--- config.mk ---
export PLATFORM = sky130hd
export DESIGN_NAME = packet_parser
export DESIGN_NICKNAME = d
export VERILOG_FILES = /design/src/rtl/packet_parser_pkg.sv /design/src/rtl/pkt_fifo.sv /design/src/rtl/packet_parser.sv
export SDC_FILE = /design/constraint.sdc
export NUM_CORES = 1
export LEC_CHECK = 0
export BUFFER_PORTS_ARGS = -buffer_cell sky130_fd_sc_hd__clkbuf_2
export CAP_MARGIN = 20
export CORE_MARGIN = 4
export CORE_UTILIZATION = 51
export CTS_BUF_LIST = sky130_fd_sc_hd__clkbuf_4
export CTS_CLUSTER_SIZE = 8
export DETAILED_ROUTE_END_ITERATION = 8
export GPL_TIMING_DRIVEN = 0
export PLACE_DENSITY = 0.85
export SETUP_SLACK_MARGIN = 0.5
export SLEW_MARGIN = 20
export SYNTH_ARGS = -nofsm -noshare
export SYNTH_HDL_FRONTEND = slang
export SYNTH_SLANG_ARGS = --single-unit
--- constraint.sdc ---
create_clock -name clk -period 4.6 [get_ports clk]
set_clock_uncertainty 0.1 [all_clocks]
set_input_delay 0.92 -clock clk [delete_from_list [all_inputs] [get_ports clk]]
set_output_delay 0.92 -clock clk [all_outputs]
set_load 0.05 [all_outputs]
--- src/rtl/packet_parser_pkg.sv ---
// Shared constants for the packet parser: field bit positions, FSM encodings, defaults.
// Latency: n/a (package only).
// Backpressure: n/a (package only).
//
// Also provides the frame checksum helper used by the parser's CHECK state.
package packet_parser_pkg;

    localparam int FIFO_DEPTH_DEF = 4;

    // Field map inside the 64-bit upstream frame
    localparam int ADDR_LSB = 25;
    localparam int ADDR_W   = 7;
    localparam int DATA_LSB = 9;
    localparam int DATA_W   = 16;
    localparam int CHK_LSB  = 37;
    localparam int CHK_W    = 8;
    localparam int CMD_LSB  = 45;
    localparam int CMD_W    = 4;

    // One FIFO entry is {addr, data, cmd}
    localparam int ENTRY_W  = ADDR_W + DATA_W + CMD_W;

    localparam logic [1:0] ST_IDLE  = 2'd0;
    localparam logic [1:0] ST_CHECK = 2'd1;
    localparam logic [1:0] ST_HOLD  = 2'd2;

    // 8-bit sum wraps naturally, giving the mod-256 checksum
    function automatic logic [7:0] calc_chk(input logic [6:0] addr, input logic [15:0] data);
        return {1'b0, addr} + data[15:8] + data[7:0];
    endfunction

endpackage

--- src/rtl/pkt_fifo.sv ---
// Synchronous FIFO holding parsed packet entries for the output port.
// Latency: a push is visible at pop_dat/empty the cycle after the push edge.
// Backpressure: caller must only push when !full or when popping in the same cycle.
//
// Ports: clk, rst (sync active-low), push/push_dat, pop/pop_dat (head, combinational),
//        full, empty. Pointers carry one extra wrap bit to tell full from empty.
module pkt_fifo #(
    parameter int WIDTH = 8,
    parameter int DEPTH = 4
) (
    input  logic             clk,
    input  logic             rst,
    input  logic             push,
    input  logic [WIDTH-1:0] push_dat,
    input  logic             pop,
    output logic [WIDTH-1:0] pop_dat,
    output logic             full,
    output logic             empty
);

    localparam int AW = $clog2(DEPTH);

    logic [WIDTH-1:0] mem [DEPTH];
    logic [AW:0]      wr_ptr;
    logic [AW:0]      rd_ptr;

    always_ff @(posedge clk) begin
        if (!rst) begin
            wr_ptr <= '0;
            rd_ptr <= '0;
        end else begin
            if (push) begin
                wr_ptr <= wr_ptr + (AW+1)'(1);
            end
            if (pop) begin
                rd_ptr <= rd_ptr + (AW+1)'(1);
            end
        end
    end

    // Storage needs no reset; validity is tracked entirely by the pointers.
    // A push into a full FIFO with a coincident pop overwrites the slot being popped.
    always_ff @(posedge clk) begin
        if (rst && push) begin
            mem[wr_ptr[AW-1:0]] <= push_dat;
        end
    end

    assign pop_dat = mem[rd_ptr[AW-1:0]];
    assign empty   = (wr_ptr == rd_ptr);
    assign full    = (wr_ptr[AW] != rd_ptr[AW]) && (wr_ptr[AW-1:0] == rd_ptr[AW-1:0]);

endmodule

--- src/rtl/packet_parser.sv ---
// Captures a frame on pkt_rec, verifies its checksum and queues {addr,data,cmd}.
// Latency: pkt_rec rising in cycle N gives out_valid in cycle N+2 (empty FIFO).
// Backpressure: out_valid/out_ready handshake; a good frame arriving at a full FIFO is dropped.
//
// Ports: clk, rst (sync active-low); pkt_data/pkt_rec from the upstream shift stage;
//        out_valid/out_ready/out_addr/out_data/out_cmd = FIFO head; chk_err pulse;
//        good_cnt/bad_cnt/drop_cnt statistics, present only with PACKET_PARSER_STATS_EN.
module packet_parser
    import packet_parser_pkg::*;
#(
    parameter int FIFO_DEPTH = FIFO_DEPTH_DEF,
    parameter int CNT_W      = 16
) (
    input  logic             clk,
    input  logic             rst,
    input  logic [63:0]      pkt_data,
    input  logic             pkt_rec,
    output logic             out_valid,
    input  logic             out_ready,
    output logic [6:0]       out_addr,
    output logic [15:0]      out_data,
    output logic [3:0]       out_cmd,
    output logic             chk_err,
    output logic [CNT_W-1:0] good_cnt,
    output logic [CNT_W-1:0] bad_cnt,
    output logic [CNT_W-1:0] drop_cnt
);

    logic [1:0]         state;
    logic [63:0]        cap_q;
    logic [ADDR_W-1:0]  cap_addr;
    logic [DATA_W-1:0]  cap_data;
    logic [CHK_W-1:0]   cap_chk;
    logic [CMD_W-1:0]   cap_cmd;
    logic               chk_ok;
    logic               in_check;
    logic               fifo_full;
    logic               fifo_empty;
    logic               pop;
    logic               do_push;
    logic               do_bad;
    logic [ENTRY_W-1:0] head;
    logic               unused_cap_bits;

    assign cap_addr = cap_q[ADDR_LSB +: ADDR_W];
    assign cap_data = cap_q[DATA_LSB +: DATA_W];
    assign cap_chk  = cap_q[CHK_LSB  +: CHK_W];
    assign cap_cmd  = cap_q[CMD_LSB  +: CMD_W];

    // Sync pattern and spare bits carry no meaning here
    assign unused_cap_bits = ^{cap_q[63:49], cap_q[36:32], cap_q[8:0]};

    assign chk_ok   = (cap_chk == calc_chk(cap_addr, cap_data));
    assign in_check = (state == ST_CHECK);
    assign pop      = out_valid && out_ready;
    // A pop in the same cycle frees the slot, so a full FIFO can still accept
    assign do_push  = in_check && chk_ok && (!fifo_full || pop);
    assign do_bad   = in_check && !chk_ok;

    always_ff @(posedge clk) begin
        if (!rst) begin
            state   <= ST_IDLE;
            cap_q   <= '0;
            chk_err <= 1'b0;
        end else begin
            chk_err <= do_bad;
            case (state)
                ST_IDLE: begin
                    if (pkt_rec) begin
                        cap_q <= pkt_data;
                        state <= ST_CHECK;
                    end
                end
                ST_CHECK: state <= ST_HOLD;
                // Wait out the rest of the pkt_rec level so one level means one packet
                ST_HOLD: begin
                    if (!pkt_rec) begin
                        state <= ST_IDLE;
                    end
                end
                default: state <= ST_IDLE;
            endcase
        end
    end

    pkt_fifo #(
        .WIDTH (ENTRY_W),
        .DEPTH (FIFO_DEPTH)
    ) u_fifo (
        .clk      (clk),
        .rst      (rst),
        .push     (do_push),
        .push_dat ({cap_addr, cap_data, cap_cmd}),
        .pop      (pop),
        .pop_dat  (head),
        .full     (fifo_full),
        .empty    (fifo_empty)
    );

    assign out_valid = !fifo_empty;
    assign out_addr  = out_valid ? head[ENTRY_W-1 -: ADDR_W]       : '0;
    assign out_data  = out_valid ? head[CMD_W +: DATA_W]           : '0;
    assign out_cmd   = out_valid ? head[CMD_W-1:0]                 : '0;

`ifdef PACKET_PARSER_STATS_EN
    logic do_drop;
    assign do_drop = in_check && chk_ok && fifo_full && !pop;

    // Saturating counters: hold at all-ones rather than wrap
    always_ff @(posedge clk) begin
        if (!rst) begin
            good_cnt <= '0;
            bad_cnt  <= '0;
            drop_cnt <= '0;
        end else begin
            if (do_push && (good_cnt != '1)) begin
                good_cnt <= good_cnt + CNT_W'(1);
            end
            if (do_bad && (bad_cnt != '1)) begin
                bad_cnt <= bad_cnt + CNT_W'(1);
            end
            if (do_drop && (drop_cnt != '1)) begin
                drop_cnt <= drop_cnt + CNT_W'(1);
            end
        end
    end
`else
    assign good_cnt = '0;
    assign bad_cnt  = '0;
    assign drop_cnt = '0;
`endif

endmodule

==> results summary <==
The flow ran to the end, and the final reports show no timing, DRC or antenna violations. For this run, design rule violations remaining after detail routing come to 0. The proportion of synthesized flip-flops having asynchronous set or reset is 0. Counting every instance in the synthesized netlist gives 479.

The critical path is of the reg2reg type. The data arrival time of the critical path is 4.34 ns. The chip height came out at 121.9 µm. Across the run, the number of max-cap violations was 0. The routed layout has 4345 vias. The leakage component of the power came out at 3.096 nW. At the pin with the least slew margin, the transition time is approximately 0.76 ns. The cell type with the largest total area after synthesis is sky130_fd_sc_hd__edfxtp_1. The required time of the critical path is 4.74 ns. The type of origin of the critical path is a flip-flop. The aggregate global routing overflow came out at 0. The count of endpoints failing setup in the final report is 0. The clock reaches the later pin of the worst-skew pair after 0.55 ns. The total die area came out at about 15000 µm².

The total number of clock tree sinks is about 150. The total global-route track usage came out at 0.2064. The highest layer used for signal routing is met4. Pin placement for this block handled between 100 and 150 I/O pins. In this run, synthesis produced a sequential element count of roughly 150. The total length of routed met2 wires is 7788 µm.

The maximum number of pins on one net before global-route repair is 17. The worst min-delay path startpoint is cap_q[40]$_SDFFE_PN0P_. The final count of pins violating max slew came out at 0. The sum of net half-perimeters after detailed placement is between 9000 and 10000 µm. Dividing the final minimum period by the clock period gives 0.9118. The clock-pin slew reported for the worst setup and hold paths after clock tree synthesis is 0.12 ns.

The placer congestion estimate came out at 0.8187. Setup repair after global routing could not meet its margin everywhere. The commonest register cell after synthesis is sky130_fd_sc_hd__edfxtp_1. The sequential-to-total area share from yosys stat came out at 0.6291. Traced cell by cell, the critical path runs through fa_1, ha_2, fa_2, xnor2_2, nand3_1, or4_4, or4b_4, buf_6, nor4_4, buf_4, and2_4. The standard cell core area is between 10000 and 15000 µm². The number of library cell types mapped by synthesis came out at 34.

The time the worst path needs with I/O delays and setup is 4.194 ns. The worst setup path is captured at a flip-flop. The final hold violation count came out at 0.

CTS placed an instance of sky130_fd_sc_hd__clkbuf_4 at the clock tree root. The number of iterations in the first detailed-routing pass came out at 5. The worst hold path was traced through 2 stages. The power density relative to cell area came out at 334.5 nW/µm².

The count of buffers added on input and output ports is 67. Measured against its own limit, the worst slew margin works out to 0.4921. Yosys attributes the largest share of cell area to sky130_fd_sc_hd__edfxtp_1 49%, sky130_fd_sc_hd__dfxtp_1 14%, sky130_fd_sc_hd__mux4_2 9.2%. The library cell with the highest instance count after synthesis is sky130_fd_sc_hd__edfxtp_1. The average vias per placed instance came out at roughly 5.3. The startpoint identified for the worst register-to-register timing path is cap_q[26]$_SDFFE_PN0P_. The starting utilization of the core area came out at 0.5224. In the final design database the tool counted 720 nets. In this run the worst path has a maximum fanout of 7. The count of yosys warnings during synthesis is 0. Among all stages on the critical path, the largest delay is contributed by sky130_fd_sc_hd__fa_1. The die outline width is about 120 µm. The initial antenna violation count is 0.

The site row count came out at 41. The number of global-route vias before repair is 4291. After the first detailed-routing iteration, the DRC count stood at 463.

The synthesized area divided by synthesized cell count is 13.82 µm². The total met3 wirelength after detailed routing is approximately 1800 µm. The worst supply voltage drop on vdd came out at 0.0001453 V. In this run, synthesis inferred 108 flip-flops with an integrated enable. The endpoint of the worst register-to-register path is u_fifo.mem[3][12]$_DFFE_PP_. The routed length on met1 came out at 5211 µm. The synthesized netlist occupies a cell area of 6619 µm². The final sum of negative setup slack came out at 0 ns.

The end point of the worst hold path is cap_q[40]$_SDFFE_PN0P_. The portion of synthesized cell area occupied by the leading cell type is 0.4900. On the worst path, the slowest cell contributes a delay of 0.56 ns. The end-of-flow core utilization came out at 0.6199. The number of cells traversed by the worst register-to-register path is 11.

After detailed routing, the average wire length per cell comes to 19.00 µm. For this block, the routed nets add up to 15540 µm of wire. TritonCTS built the clock tree. The number of buffers created by CTS came out at 17. Timing would allow up to 238.4 MHz. The slack of the worst reg-to-reg path came out at 0.41 ns. The CTS H-tree depth is 4. The first global-routing pass estimated 22470 µm of wire.

The classification of the worst-slack hold path is reg2reg. The maximum root-to-sink buffer count is 2. The layout overhead on the synthesized area came out at 18.68%. The share of cells above drive strength 1 is 0.3380. The antenna violation net count after detailed routing came out at 0. The commonest cells after synthesis are 108 x sky130_fd_sc_hd__edfxtp_1, 77 x sky130_fd_sc_hd__nand2_1, 48 x sky130_fd_sc_hd__buf_4, 46 x sky130_fd_sc_hd__dfxtp_1, 42 x sky130_fd_sc_hd__a21oi_1.
## metrics by stage
stage | setup slack [ns] | hold slack, ns | cells | instance area [µm²] | total power [W]
2_1_floorplan | 0.4580 | 0.3481 | 526 | 6800 | 0.001827
3_3_place_gp | -0.05340 | 0.3590 | 765 | 7351 | 0.001889
3_5_place_dp | -0.1582 | 0.3617 | 765 | 7351 | 0.001900
4_1_cts | 0.4300 | 0.3787 | 806 | 7717 | 0.002599
5_1_grt | 0.3507 | 0.3984 | 817 | 7853 | 0.002725
6_report | 0.4058 | 0.3870 | 818 | 7855 | 0.002628
## placed cells by master, fill, tap and decap left out, types with 15 or more instances in the layout
cell type and instances:
sky130_fd_sc_hd__a21oi_1 42, sky130_fd_sc_hd__and2_1 30, sky130_fd_sc_hd__and2_4 16, sky130_fd_sc_hd__buf_4 55
sky130_fd_sc_hd__clkbuf_1 15, sky130_fd_sc_hd__clkbuf_2 69, sky130_fd_sc_hd__clkbuf_4 18, sky130_fd_sc_hd__conb_1 48
sky130_fd_sc_hd__dfxtp_1 39, sky130_fd_sc_hd__edfxtp_1 108, sky130_fd_sc_hd__mux4_2 27, sky130_fd_sc_hd__nand2_1 77
## sequential cells by signal, indices dropped and copies added, names as in the netlist, named ones only
register / flops
u_fifo.rd_ptr: 3
u_fifo.mem: 108
state: 2
cap_q: 35
chk_err: 1
u_fifo.wr_ptr: 3
## cell families (layout without fill, tap and decap cells)
logic type,Yosys count,in the layout,share of synthesized area
and+or+nand+nor,131,143,0.09452
DFF,154,154,0.6291
buffers and inverters,78,185,0.07164
other,1,49,0.0005666
muxes,29,29,0.09490
adders and majority gates,19,19,0.04499
xor gates and xnor gates,18,18,0.02495
AOI/OAI and AO/OA,49,49,0.03932
## repair_timing
item                       4_1_cts  5_1_grt
hold buffers                     0        0
setup endpoints to repair      128      118
pin swaps                        5        8
resized for setup               21       24
cloned                           8        5
setup buffers                    2        6
## power breakdown
part	switching [W]	internal, W
sequential	0.0000333	0.00151
clock	0.000457	0.000264
combinational	0.000240	0.000128
## worst max-delay path: cells and delay by family, from the launching register on
kind	cells	cell delay, ns
adder cells (fa/ha/maj)	3	1.25
XOR/XNOR	1	0.22
flip-flops	1	0.38
buffers and inverters	2	0.37
AND/OR/NAND/NOR	5	1.57
## worst max path at each step
| stage | startpoint | end | cells past startpoint |
|---|---|---|---|
| 3_3_place_gp | cap_q[18]$_SDFFE_PN0P_ | u_fifo.mem[3][0]$_DFFE_PP_ | 10 |
| 2_1_floorplan | cap_q[18]$_SDFFE_PN0P_ | u_fifo.mem[0][0]$_DFFE_PP_ | 10 |
| 5_1_grt | cap_q[26]$_SDFFE_PN0P_ | u_fifo.mem[3][16]$_DFFE_PP_ | 11 |
| 6_report | cap_q[26]$_SDFFE_PN0P_ | u_fifo.mem[3][12]$_DFFE_PP_ | 11 |
| 4_1_cts | cap_q[10]$_SDFFE_PN0P_ | u_fifo.mem[1][1]$_DFFE_PP_ | 11 |
| 3_5_place_dp | cap_q[17]$_SDFFE_PN0P_ | u_fifo.mem[3][0]$_DFFE_PP_ | 12 |
## metal layers
| layer | GRT usage | up-vias |
|---|---|---|
| li1 | - | 1938 |
| met1 | 0.2414 | 2048 |
| met2 | 0.3595 | 286 |
| met5 | 0 | - |
| met4 | 0.07983 | 0 |
| met3 | 0.06082 | 73 |
## layout make-up
cell class / count / area [µm²]
antenna: 1 / 2.502
buffer: 68 / 452.9
clock buffer: 18 / 135.1
clock inverter: 13 / 107.6
fill: 926 / 4816
inverter: 10 / 37.54
multi-input combinational: 306 / 2315
sequential: 154 / 4185
tap: 172 / 215.2
timing repair buffer: 76 / 404.1
No activity file was read; power rests on OpenSTA's default activity.
